## config.mk

```make
export PLATFORM = sky130hd
export DESIGN_NAME = ctr_mc
export DESIGN_NICKNAME = d
export VERILOG_FILES = /design/src/rtl/ctr_mc.sv
export SDC_FILE = /design/constraint.sdc
export NUM_CORES = 1
export LEC_CHECK = 0
export ABC_AREA = 1
export CORE_ASPECT_RATIO = 1.1
export CORE_MARGIN = 2
export CORE_UTILIZATION = 38
export CTS_CLUSTER_SIZE = 25
export DETAILED_ROUTE_END_ITERATION = 7
export PLACE_DENSITY = 0.74
export SLEW_MARGIN = 15
export SYNTH_ARGS = -nofsm -noshare
export SYNTH_HDL_FRONTEND = slang
export SYNTH_SLANG_ARGS = --single-unit
```

## constraint.sdc

```tcl
create_clock -name Clk -period 1.4 [get_ports Clk]
set_clock_uncertainty 0.2 [all_clocks]
set_input_delay 0.14 -clock Clk [delete_from_list [all_inputs] [get_ports Clk]]
set_output_delay 0.14 -clock Clk [all_outputs]
set_load 0.01 [all_outputs]
```

## src/rtl/ctr_mc.sv

```systemverilog
// ctr_mc: multicycle fetch/decode/execute controller for the accumulator
// datapath. Memory states wait on MemReady, with an optional timeout that
// traps to a terminal state. HALT and TRAP stay put until reset.
module ctr_mc #(
  parameter int OPW        = 8,
  parameter int ALUW       = 2,
  parameter int WAIT_LIMIT = 0,
  parameter int OP_ADD     = 1,
  parameter int OP_OR      = 2,
  parameter int OP_JUMP    = 3,
  parameter int OP_JUMPZ   = 4,
  parameter int OP_LOAD    = 5,
  parameter int OP_STORE   = 6,
  parameter int OP_MULL    = 9,
  parameter int OP_NEG     = 10,
  parameter int OP_HALT    = 15
) (
  input  logic            Clk,
  input  logic            Rst,
  input  logic            Zflag,
  input  logic [OPW-1:0]  opcode,
  input  logic            MemReady,
  output logic            muxPC,
  output logic            muxMAR,
  output logic            muxACC,
  output logic            loadMAR,
  output logic            loadPC,
  output logic            loadACC,
  output logic            loadMDR,
  output logic            loadIR,
  output logic [ALUW-1:0] opALU,
  output logic            MemRW,
  output logic            MemReq,
  output logic            InstrDone,
  output logic            Halted,
  output logic [1:0]      TrapCause,
  output logic [3:0]      state
);

  localparam logic [3:0] S_FETCH1 = 4'd0;
  localparam logic [3:0] S_FETCH2 = 4'd1;
  localparam logic [3:0] S_FETCH3 = 4'd2;
  localparam logic [3:0] S_DECODE = 4'd3;
  localparam logic [3:0] S_EXEC1  = 4'd4;
  localparam logic [3:0] S_EXEC2  = 4'd5;
  localparam logic [3:0] S_STORE  = 4'd6;
  localparam logic [3:0] S_JUMP   = 4'd7;
  localparam logic [3:0] S_HALT   = 4'd8;
  localparam logic [3:0] S_TRAP   = 4'd9;

  // Operation class of the instruction in flight, used only by EXEC2.
  localparam logic [2:0] CL_OR   = 3'd0;
  localparam logic [2:0] CL_ADD  = 3'd1;
  localparam logic [2:0] CL_MULL = 3'd2;
  localparam logic [2:0] CL_NEG  = 3'd3;
  localparam logic [2:0] CL_LOAD = 3'd4;

  localparam logic [OPW-1:0] C_ADD   = OPW'(OP_ADD);
  localparam logic [OPW-1:0] C_OR    = OPW'(OP_OR);
  localparam logic [OPW-1:0] C_JUMP  = OPW'(OP_JUMP);
  localparam logic [OPW-1:0] C_JUMPZ = OPW'(OP_JUMPZ);
  localparam logic [OPW-1:0] C_LOAD  = OPW'(OP_LOAD);
  localparam logic [OPW-1:0] C_STORE = OPW'(OP_STORE);
  localparam logic [OPW-1:0] C_MULL  = OPW'(OP_MULL);
  localparam logic [OPW-1:0] C_NEG   = OPW'(OP_NEG);
  localparam logic [OPW-1:0] C_HALT  = OPW'(OP_HALT);

  // Wait counter only has to reach WAIT_LIMIT; it saturates so an unlimited
  // wait never wraps.
  localparam int            CW       = (WAIT_LIMIT < 1) ? 1 : $clog2(WAIT_LIMIT + 1);
  localparam logic [CW-1:0] WAIT_MAX = {CW{1'b1}};
  localparam logic [CW-1:0] WAIT_LIM = CW'(WAIT_LIMIT);

  logic [3:0]    state_q, state_d;
  logic [2:0]    cls_q, cls_d;
  logic [CW-1:0] wait_q, wait_d;
  logic [1:0]    tc_q, tc_d;
  logic [1:0]    cause;
  logic          retire;
  logic          mem_req;
  logic          timeout;
  logic [1:0]    alu_sel;

  assign mem_req = (state_q == S_FETCH2) || (state_q == S_EXEC1) || (state_q == S_STORE);
  assign timeout = (WAIT_LIMIT > 0) && mem_req && !MemReady && (wait_q == WAIT_LIM);

  // Next-state, op-class latch, retire pulse and trap cause selection.
  always_comb begin
    state_d = state_q;
    cls_d   = cls_q;
    cause   = 2'b00;
    retire  = 1'b0;
    case (state_q)
      S_FETCH1: state_d = S_FETCH2;
      S_FETCH2: begin
        if (timeout) begin
          state_d = S_TRAP;
          cause   = 2'b10;
        end else if (MemReady) begin
          state_d = S_FETCH3;
        end
      end
      S_FETCH3: state_d = S_DECODE;
      S_DECODE: begin
        if (opcode == C_ADD) begin
          cls_d = CL_ADD;  state_d = S_EXEC1;
        end else if (opcode == C_OR) begin
          cls_d = CL_OR;   state_d = S_EXEC1;
        end else if (opcode == C_MULL) begin
          cls_d = CL_MULL; state_d = S_EXEC1;
        end else if (opcode == C_NEG) begin
          cls_d = CL_NEG;  state_d = S_EXEC1;
        end else if (opcode == C_LOAD) begin
          cls_d = CL_LOAD; state_d = S_EXEC1;
        end else if (opcode == C_STORE) begin
          state_d = S_STORE;
        end else if (opcode == C_JUMP) begin
          state_d = S_JUMP;
        end else if (opcode == C_JUMPZ) begin
          if (Zflag) begin
            state_d = S_JUMP;
          end else begin
            state_d = S_FETCH1;
            retire  = 1'b1;
          end
        end else if (opcode == C_HALT) begin
          state_d = S_HALT;
        end else begin
          state_d = S_TRAP;
          cause   = 2'b01;
        end
      end
      S_EXEC1: begin
        if (timeout) begin
          state_d = S_TRAP;
          cause   = 2'b10;
        end else if (MemReady) begin
          state_d = S_EXEC2;
        end
      end
      S_EXEC2: begin
        state_d = S_FETCH1;
        retire  = 1'b1;
      end
      S_STORE: begin
        if (timeout) begin
          state_d = S_TRAP;
          cause   = 2'b10;
        end else if (MemReady) begin
          state_d = S_FETCH1;
          retire  = 1'b1;
        end
      end
      S_JUMP: begin
        state_d = S_FETCH1;
        retire  = 1'b1;
      end
      S_HALT:  state_d = S_HALT;
      S_TRAP:  state_d = S_TRAP;
      default: begin
        state_d = S_TRAP;
        cause   = 2'b01;
      end
    endcase
  end

  // Wait counter and sticky trap cause; the cause is captured only when
  // TRAP is first entered.
  always_comb begin
    wait_d = '0;
    if (mem_req && !MemReady) begin
      wait_d = (wait_q == WAIT_MAX) ? wait_q : wait_q + 1'b1;
    end
    tc_d = tc_q;
    if ((state_d == S_TRAP) && (state_q != S_TRAP) && (tc_q == 2'b00)) begin
      tc_d = cause;
    end
  end

  // ALU select from the latched op-class.
  always_comb begin
    case (cls_q)
      CL_ADD:  alu_sel = 2'd1;
      CL_MULL: alu_sel = 2'd2;
      CL_NEG:  alu_sel = 2'd3;
      default: alu_sel = 2'd0;
    endcase
  end

  // Controller state registers.
  always_ff @(posedge Clk or negedge Rst) begin
    if (!Rst) begin
      state_q <= S_FETCH1;
      cls_q   <= CL_OR;
      wait_q  <= '0;
      tc_q    <= 2'b00;
    end else begin
      state_q <= state_d;
      cls_q   <= cls_d;
      wait_q  <= wait_d;
      tc_q    <= tc_d;
    end
  end

  // Datapath control decode; everything is forced low while in reset.
  always_comb begin
    muxPC     = 1'b0;
    muxMAR    = 1'b0;
    muxACC    = 1'b0;
    loadMAR   = 1'b0;
    loadPC    = 1'b0;
    loadACC   = 1'b0;
    loadMDR   = 1'b0;
    loadIR    = 1'b0;
    opALU     = '0;
    MemRW     = 1'b0;
    MemReq    = 1'b0;
    InstrDone = 1'b0;
    Halted    = 1'b0;
    if (Rst) begin
      case (state_q)
        S_FETCH1: begin loadMAR = 1'b1; loadPC = 1'b1; end
        S_FETCH2: begin MemReq = 1'b1; loadMDR = MemReady; end
        S_FETCH3: loadIR = 1'b1;
        S_DECODE: begin muxMAR = 1'b1; loadMAR = 1'b1; end
        S_EXEC1:  begin MemReq = 1'b1; loadMDR = MemReady; end
        S_EXEC2: begin
          loadACC = 1'b1;
          muxACC  = (cls_q == CL_LOAD);
          opALU   = ALUW'(alu_sel);
        end
        S_STORE:  begin MemReq = 1'b1; MemRW = 1'b1; end
        S_JUMP:   begin muxPC = 1'b1; loadPC = 1'b1; end
        S_HALT:   Halted = 1'b1;
        default:  ;
      endcase
      InstrDone = retire;
    end
  end

  assign TrapCause = tc_q;
  assign state     = state_q;

endmodule

```

==> flow_summary_export.csv <==
group,metric,value,unit
cts,cts_max_path_buffers,2,
logic_synthesis,synthCells,136,
sta,finalHoldViolations,0,
sta,rsz0062_at_grt,"yes",
logic_synthesis,ys_ff_latch,8,
cts,cts_hold_buf,0,
routing,drtPass1Iterations,4,
critical_path,worstPathArrival,1440,ps
cts,root_buffer,"clkbuf_4",
floorplan,coreArea,2020,um2
logic_synthesis,synth.avg_cell_area,5.96,um2
sta,timing.fmax,0.561,GHz
critical_path,required,1060,ps
routing,vias_per_cell,4.98,
sta,post-route-period-util,1.27,
placement,place_ws,-694,ps
layout,fin_nets,226,
power_and_ir_drop,p_leak,0.875,nW
layout,fin_area,1630,um2
logic_synthesis,yosysWarningCount,0,
critical_path,r2r_start,"state[2]",
sta,period_needed,1780,ps
cts,path_clk_slew,60,ps
placement,port_buffers,30,
power_and_ir_drop,power-per-cell-area,356,nW/um2
critical_path,crit_fanout,3,
layout,final_util,0.809,
placement,placed_cell_area,1440,um2
placement,hpwl,2.04,mm
logic_synthesis,syn_area,811,um2
power_and_ir_drop,ir_worst_vdd,237,uV
floorplan,start_util,0.401,
placement,gp_congestion,0.838,
critical_path,r2r_slack,-150,ps
logic_synthesis,syn_nets,148,
layout,antenna_cells,0,
sta,final.setup.tns,-5360,ps
global_route,antenna_found_initial,0,
cts,cts_max_level,1,
layout,drive_above_1_share,0.573,
floorplan,num_io_pins,32,
global_route,grt_pass1_wl,4.53,mm
critical_path,worst_r2r_path_depth,8,
routing,drc_errors,0,
routing,dr_total_vias,1199,
sta,setup_violations,23,
cts,clk_latency,260,ps
layout,layout_common_cells,"buf_4 (40), nand2_1 (26), buf_2 (14)",
layout,final_common_cell,"buf_4",
cts,cts_tree,"done",
sta,setup_slack,-383,ps
power_and_ir_drop,finalPower,582,uW
cts,cts.sinks,8,
critical_path,cp-endpoint,"InstrDone",
critical_path,cp-startpoint,"state[2]",
job,max-cap-violations,0,
critical_path,worstReg2RegEnd,"cls_q[2]",
floorplan,die_x,48.0,um
routing,wire_per_inst,12.2,um
floorplan,die_y,52.4,um
global_route,grt_pass1_vias,1144,
cts,cts_buffers,3,
routing,ant_nets,0,
global_route,grt_overflow,0,
logic_synthesis,yosysSeqAreaShare,0.247,
global_route,track_usage,0.258,
layout,area_growth,102,%
status,status,"complete, but fails checks",
floorplan,die-area,2520,um2
global_route,grt_max_degree,10,
critical_path,critPathLaunchType,"flop",
routing,postRouteWirelength,2.94,mm
min_path,min-delay-path-class,"in2async",
sta,report.final.slew_viol_count,0,
status,failed_checks,"setup timing",
floorplan,rows,17,
logic_synthesis,synth_cell_types,25,
critical_path,end_kind,"output port",
routing,drt-initial-drc-count,35,
critical_path,critPathKind,"reg2out",
==> report_power, final <==
group	switching, mW	total (mW)	internal, mW
clock network	0.0845	0.194	0.109
registers	0.00245	0.235	0.233
logic	0.0757	0.152	0.0765
total	0.163	0.582	0.419
==> final cells by class <==
| type | instances | area, um2 |
|---|---|---|
| multi-input cells | 100 | 668 |
| repair buffers | 75 | 593 |
| fillers | 136 | 387 |
| flip-flops and latches | 8 | 205 |
| inverters | 26 | 106 |
| well taps | 28 | 35.0 |
| clock buffers | 4 | 26.3 |
==> cells by family (layout without fill, tap and decap cells) <==
kind of cell,after synthesis,count (layout),synth area share
other,1,1,0.00463
DFF,8,8,0.247
buffers and inverters,28,105,0.136
and+or+nand+nor,86,86,0.526
AOI/OAI and AO/OA,13,13,0.0864
==> sequential cells by signal, summed over array words and instances, names as in the netlist <==
name and count:
cls_q 3, TrapCause 1, state 4
==> critical path, stage by stage (launching register included) <==
cell	delay (ps)
dfrtp_2	450
nor2_4	130
inv_2	70
nor2_8	100
inv_4	50
nor2_4	100
nand2_2	70
o31ai_2	50
buf_2	170
==> stage by stage <==
stage,hold WS (ps),std cells
finish,126,241
global route,163,241
CTS,103,239
detailed placement,267,229
global placement,268,229
floorplan,-356,136
==> synth_stat cells, drive strengths merged <==
library cell  count  area share
a211oi            1      0.0093
a21oi             4       0.025
buf               2       0.015
clkinv            3       0.014
conb              1      0.0046
dfrtp             8        0.25
inv              23        0.11
nand2            40        0.20
nand3            13       0.093
nand3b            1      0.0093
nand4             2       0.015
nor2             24        0.15
nor3              3       0.031
nor4              3       0.031
o21ai             7       0.043
o31ai             1      0.0093
==> what timing repair did <==
| action | in CTS | in global routing |
|---|---|---|
| hold endpoints to repair | 0 | 0 |
| pin swaps | 19 | 6 |
| buffers inserted | 7 | 3 |
| setup endpoints to repair | 27 | 23 |
| gates resized for setup | 117 | 11 |
==> per-layer routing <==
metal | global-route usage | part of all wire | vias to the layer above
met1 | 0.238 | 0.34 | 562
met4 | 0.144 | 0.0099 | 0
met2 | 0.511 | 0.61 | 45
li1 | - | - | 586
met5 | 0 | 0 | -
met3 | 0.0172 | 0.044 | 6
==> worst min-delay path by stage <==
stage | from | to | cells after the start
6_report | Rst | state[3] | 3
5_1_grt | Rst | state[3] | 3
4_1_cts | Rst | state[3] | 3
3_5_place_dp | TrapCause[0] | TrapCause[0] | 2
3_3_place_gp | TrapCause[0] | TrapCause[0] | 2
2_1_floorplan | Rst | TrapCause[0] | 0
No activity file was read; power rests on OpenSTA's default activity.
